[config.mk]
export PLATFORM = sky130hd
export DESIGN_NAME = ac_feed_ctrl
export DESIGN_NICKNAME = d
export VERILOG_FILES = /design/src/rtl/ac_feed_ctrl_pkg.sv /design/src/rtl/ac_text_buf.sv /design/src/rtl/ac_feed_ctrl.sv
export SDC_FILE = /design/constraint.sdc
export NUM_CORES = 1
export LEC_CHECK = 0
export CAP_MARGIN = 20
export CORE_AREA = 2 2 230 141
export CTS_BUF_LIST = sky130_fd_sc_hd__clkbuf_2
export CTS_CLUSTER_DIAMETER = 50
export CTS_CLUSTER_SIZE = 25
export DETAILED_ROUTE_END_ITERATION = 16
export DIE_AREA = 0 0 232 143
export PLACE_DENSITY_LB_ADDON = 0.08
export SYNTH_ARGS = -nofsm -noshare
export SYNTH_HDL_FRONTEND = slang
export SYNTH_HIERARCHICAL = 1
export SYNTH_SLANG_ARGS = --single-unit
[constraint.sdc]
create_clock -name clk -period 4 [get_ports clk]
set_input_delay 0.4 -clock clk [delete_from_list [all_inputs] [get_ports clk]]
set_output_delay 0.4 -clock clk [all_outputs]
set_load 0.01 [all_outputs]
[src/rtl/ac_feed_ctrl_pkg.sv]
// Shared defaults and FSM encoding for the Aho-Corasick text feeder.
package ac_feed_ctrl_pkg;

  localparam int unsigned DefDepth = 32;
  localparam int unsigned DefW     = 8;

  typedef enum logic [2:0] {
    StIdle  = 3'd0,
    StLoad  = 3'd1,
    StRun   = 3'd2,
    StFlush = 3'd3,
    StDone  = 3'd4
  } state_e;

endpackage

[src/rtl/ac_text_buf.sv]
// Text buffer: DEPTH x W storage, one synchronous write port, one asynchronous read port.
module ac_text_buf
  import ac_feed_ctrl_pkg::*;
#(
  parameter int unsigned DEPTH = DefDepth,
  parameter int unsigned W     = DefW
) (
  input  logic                     clk,
  input  logic                     we,
  input  logic [$clog2(DEPTH)-1:0] waddr,
  input  logic [W-1:0]             wdata,
  input  logic [$clog2(DEPTH)-1:0] raddr,
  output logic [W-1:0]             rdata
);

  logic [W-1:0] mem [DEPTH];

  always_ff @(posedge clk) begin
    if (we) begin
      mem[waddr] <= wdata;
    end
  end

  assign rdata = mem[raddr];

endmodule

[src/rtl/ac_feed_ctrl.sv]
// Feeds buffered text to an Aho-Corasick engine one character per cycle and counts matches.
module ac_feed_ctrl
  import ac_feed_ctrl_pkg::*;
#(
  parameter int unsigned DEPTH = DefDepth,
  parameter int unsigned W     = DefW
) (
  input  logic                     clk,
  input  logic                     rst_n,
  input  logic                     wr_en,
  input  logic [W-1:0]             wr_data,
  input  logic                     clr,
  input  logic [$clog2(DEPTH):0]   len,
  input  logic                     start,
  input  logic                     abort,
  input  logic                     match,
  output logic                     en,
  output logic                     en_a,
  output logic [W-1:0]             string_char,
  output logic                     full,
  output logic                     busy,
  output logic                     done,
  output logic [$clog2(DEPTH):0]   match_cnt,
  output logic [$clog2(DEPTH)-1:0] pos
);

  localparam int unsigned AW = $clog2(DEPTH);
  localparam int unsigned CW = AW + 1;

  state_e        state_q, state_d;
  logic [AW-1:0] idx_q, idx_d;
  logic [CW-1:0] len_q, len_d;
  logic [CW-1:0] wr_cnt_q, wr_cnt_d;
  logic [CW-1:0] cnt_d;
  logic [AW-1:0] pos_d;
  logic          we;
  logic [W-1:0]  rd_data;

  ac_text_buf #(
    .DEPTH (DEPTH),
    .W     (W)
  ) u_text_buf (
    .clk   (clk),
    .we    (we),
    .waddr (wr_cnt_q[AW-1:0]),
    .wdata (wr_data),
    .raddr (idx_d),
    .rdata (rd_data)
  );

  always_comb begin
    state_d  = state_q;
    idx_d    = idx_q;
    len_d    = len_q;
    wr_cnt_d = wr_cnt_q;
    cnt_d    = match_cnt;
    pos_d    = pos;
    we       = 1'b0;

    unique case (state_q)
      StIdle: begin
        if (clr) begin
          wr_cnt_d = '0;
        end else if (wr_en && !full) begin
          we       = 1'b1;
          wr_cnt_d = wr_cnt_q + CW'(1);
        end
        if (start && (len != '0) && (len <= wr_cnt_q)) begin
          state_d = StLoad;
          idx_d   = '0;
          len_d   = len;
          cnt_d   = '0;
          pos_d   = '0;
        end
      end
      StLoad: begin
        if (len_q == CW'(1)) begin
          state_d = StFlush;
        end else begin
          state_d = StRun;
          idx_d   = idx_q + AW'(1);
        end
      end
      StRun: begin
        if ({1'b0, idx_q} == len_q - CW'(1)) begin
          state_d = StFlush;
        end else begin
          idx_d = idx_q + AW'(1);
        end
      end
      StFlush: state_d = StDone;
      StDone:  state_d = StIdle;
      default: state_d = StIdle;
    endcase

    // Engine MATCH lags its character by one cycle, so it refers to the previous index.
    if (match && (state_q inside {StRun, StFlush})) begin
      if (match_cnt != CW'(DEPTH)) begin
        cnt_d = match_cnt + CW'(1);
      end
      pos_d = (state_q == StRun) ? idx_q - AW'(1) : idx_q;
    end

    if (abort && (state_q inside {StLoad, StRun, StFlush})) begin
      state_d = StIdle;
    end
  end

  always_ff @(posedge clk or negedge rst_n) begin
    if (!rst_n) begin
      state_q     <= StIdle;
      idx_q       <= '0;
      len_q       <= '0;
      wr_cnt_q    <= '0;
      full        <= 1'b0;
      match_cnt   <= '0;
      pos         <= '0;
      en          <= 1'b0;
      en_a        <= 1'b0;
      string_char <= '0;
      busy        <= 1'b0;
      done        <= 1'b0;
    end else begin
      state_q     <= state_d;
      idx_q       <= idx_d;
      len_q       <= len_d;
      wr_cnt_q    <= wr_cnt_d;
      full        <= (wr_cnt_d == CW'(DEPTH));
      match_cnt   <= cnt_d;
      pos         <= pos_d;
      en          <= (state_d == StLoad);
      en_a        <= (state_d == StRun);
      string_char <= (state_d inside {StLoad, StRun}) ? rd_data : '0;
      busy        <= (state_d != StIdle);
      done        <= (state_d == StDone);
    end
  end

endmodule

==> impl_metrics.toml <==
[synth]
synthesis.nets = 679
synth_edf_count = 256
yosysTopAreaCell = "edfxtp_1"
ys_async_sr_fraction = 0.147
synth_most_common_cell = "edfxtp_1"
ys.warnings.count = 6
netlist_top_cells_count = "256 x edfxtp_1, 80 x mux4_2, 54 x nor2_1, 44 x dfrtp_1, 19 x nand2_1"
ys_seq_area_frac = 0.717
yosysUniqueCellTypes = 53
synth.avg_cell_area_um2 = 19.0
synthCells = 645
synthTopCellsByArea = "edfxtp_1 63%, mux4_2 15%, dfrtp_1 9.0%, nor2_1 1.7%, ha_1 1.3%"
synthesis.area_um2 = 12300
netlist.area_leader.share = 0.627
synthFlopType = "edfxtp_1"
synth_seq_cells = 300

[power]
pwr-share-clk = 0.184
p_seq_frac = 0.418
power_frac_comb = 0.397
power_density_nw_per_um2 = 605
p_switching_mw = 2.93
peakVddDrop_mv = 0.239
leakagePower_nw = 4.91
intPower_mw = 5.86
p_sw_frac = 0.333

[detailed_routing]
wl_met2_um = 12100
highest_layer = "met4"
drc = 0
wl_met3_um = 2200
ant_nets = 0
dr_total_vias = 6578
via_per_inst = 5.38
drt_pre_antenna_iters = 5
drt-total-wl_um = 29800
post_drt_wl_per_cell_um = 24.4
dr.first_iter.drc_count = 729
drt-met1-wl_um = 15100

[hold_path]
whs_endpoint = "len_q[0]"
hold_path_depth = 4
hold_start = "len[0]"
hp-class = "input pin to register"

[placement]
place.gp.congestion = 0.804
placedCellCount = 1153
dpl_worst_slack_ps = -326
dpl-instance-area_um2 = 13800
numPortBuffers = 44
hpwlAfterDp_um = 20200

[clocking]
ctsHtreeMaxLevel = 1
ctsRootBufferMaster = "clkbuf_2"
cts.sinks = 300
cts_tree = "done"
cts_max_path_buffers = 3
cts_buffers = 23
clk_pin_slew_worst_paths_ps = 350
clock_latency_ps = 1010

[layout]
area_growth_syn_to_layout_pct = 18.5
fin_area_um2 = 14500
drive_gt1_frac = 0.318
postLayoutCoreUtil = 0.469
stdcell_count = 1222
nets = 821

[global_routing]
grt_pass1_wl_um = 43900
grt_pass1_vias = 6450
antenna_found_initial = 5
grt_max_degree = 45
grt.total_usage = 0.185
gr-total-overflow = 0

[die]
chipHeight_um = 143
ioPinCount = 45
initial_core_util = 0.396
rows = 50
dieArea_um2 = 33200
die-width_um = 232
core_area_um2 = 31000

[worst_setup_path]
reg2reg_slack_ps = 110
rr_endpoint = "string_char[7]"
arrival_ps = 4800
crit_fanout = 43
r2r_cells = 14
critical_path_required_ps = 4910
endpoint_kind = "register"
rr_startpoint = "len_q[2]"
crit_type = "register to register"
cp-start-kind = "register"

[timing]
period_needed_ps = 3890
maxSlewViolCount = 0
finClkSkew_ps = 80.9
slew_headroom = 0.488
rsz0062_at_grt = "yes"
finalWorstSetupSlack_ps = 110
holdWs_ps = 169
finalHoldViolCount = 0
period_share = 0.973
tightest_slew_ps = 765
finalSetupViolCount = 0
max_freq_mhz = 257

[run]
cap_violations = 0

[run_status]
status = "complete, no violations"
[what timing repair did]
item | CTS | global route
hold buffers | 3 | 0
setup buffers | 6 | 12
setup endpoints to repair | 1 | 8
pin swaps | 1 | 1
gates resized for setup | 1 | 12
cloned | 0 | 1
endpoints found under the hold margin | 46 | 0
[cells by family after synthesis]
group | share of synthesized area
flops | 0.717
simple gates | 0.0580
mux | 0.161
buf+inv | 0.0163
compound gates | 0.0232
xor+xnor | 0.0121
fa+ha+maj | 0.0133
[worst max path at each step]
stage / cells past startpoint / slack [ps] / to / from
6_report: 14 / 110 / string_char[7] / len_q[2]
5_1_grt: 14 / -30 / string_char[3] / len_q[2]
2_1_floorplan: 12 / 300 / string_char[0] / len_q[2]
3_3_place_gp: 14 / -270 / string_char[6] / len[5]
3_5_place_dp: 14 / -330 / string_char[3] / len[5]
4_1_cts: 12 / 50 / string_char[3] / len_q[2]
[routing by layer]
layer | vias up | global-route usage
met5 | - | 0
met4 | 0 | 0.0314
met3 | 31 | 0.0425
met2 | 214 | 0.247
met1 | 3477 | 0.305
li1 | 2856 | -
[metrics by stage]
stage | total power [mW] | setup TNS (ps)
2_1_floorplan | 5.73 | 0
3_3_place_gp | 6.96 | -1900
3_5_place_dp | 6.96 | -2260
4_1_cts | 8.63 | 0
5_1_grt | 9.23 | -57.1
6_report | 8.79 | 0
[worst max-delay path, stage by stage (launching register included)]
cell and delay [ps]:
dfrtp_1 450, or3_4 420, or4_4 450, a41oi_2 200, buf_4 150, buf_4 90
o31ai_2 70, a21oi_1 140, a21o_2 130, buf_12 250, buf_4 230, mux4_2 300
mux4_2 500, mux2_2 280, and2_1 140
[final cells by class]
class / instances / area (um^2)
diodes: 2 / 5.00
fillers: 2615 / 16400
multi-input cells: 301 / 3340
inverters: 16 / 60.1
repair buffers: 145 / 1430
clock buffers: 24 / 120
flip-flops and latches: 300 / 8790
well taps: 416 / 520
clock inverters: 18 / 273
[power by group through the flow]
stage / registers, mW / clock network [mW] / logic (mW)
2_1_floorplan: 3.74 / 0 / 1.98
3_3_place_gp: 3.75 / 0 / 3.21
3_5_place_dp: 3.75 / 0 / 3.21
4_1_cts: 3.68 / 1.67 / 3.27
5_1_grt: 3.70 / 1.80 / 3.73
6_report: 3.68 / 1.62 / 3.49
[cells in the final DEF (no fill, tap or decap), types with 3 or more instances in the layout]
cell type / count
clkbuf_2: 24
a31oi_1: 4
nand2b_1: 7
o21ai_0: 4
inv_1: 16
nor2_1: 52
or3b_2: 3
nand3_1: 6
inv_8: 4
a21oi_1: 6
and2_1: 9
buf_12: 9
mux2_2: 11
buf_4: 81
clkinv_8: 3
inv_12: 3
nor3_1: 7
ha_1: 13
nand2_1: 19
edfxtp_1: 256
a21o_1: 4
o22ai_1: 5
clkdlybuf4s50_1: 43
xor2_1: 7
buf_16: 4
nand3b_1: 7
dlygate4sd3_1: 3
dfrtp_1: 43
xnor2_1: 10
nand4_1: 4
mux4_2: 80
[state kept, by name, summed over array words and instances, names as in the netlist, 3 cells and up]
name	cells
u_text_buf/mem	256
string_char	8
len_q	6
match_cnt	6
wr_cnt_q	6
idx_q	5
pos	5
state_q	3
(Power assumes the default switching activity.)
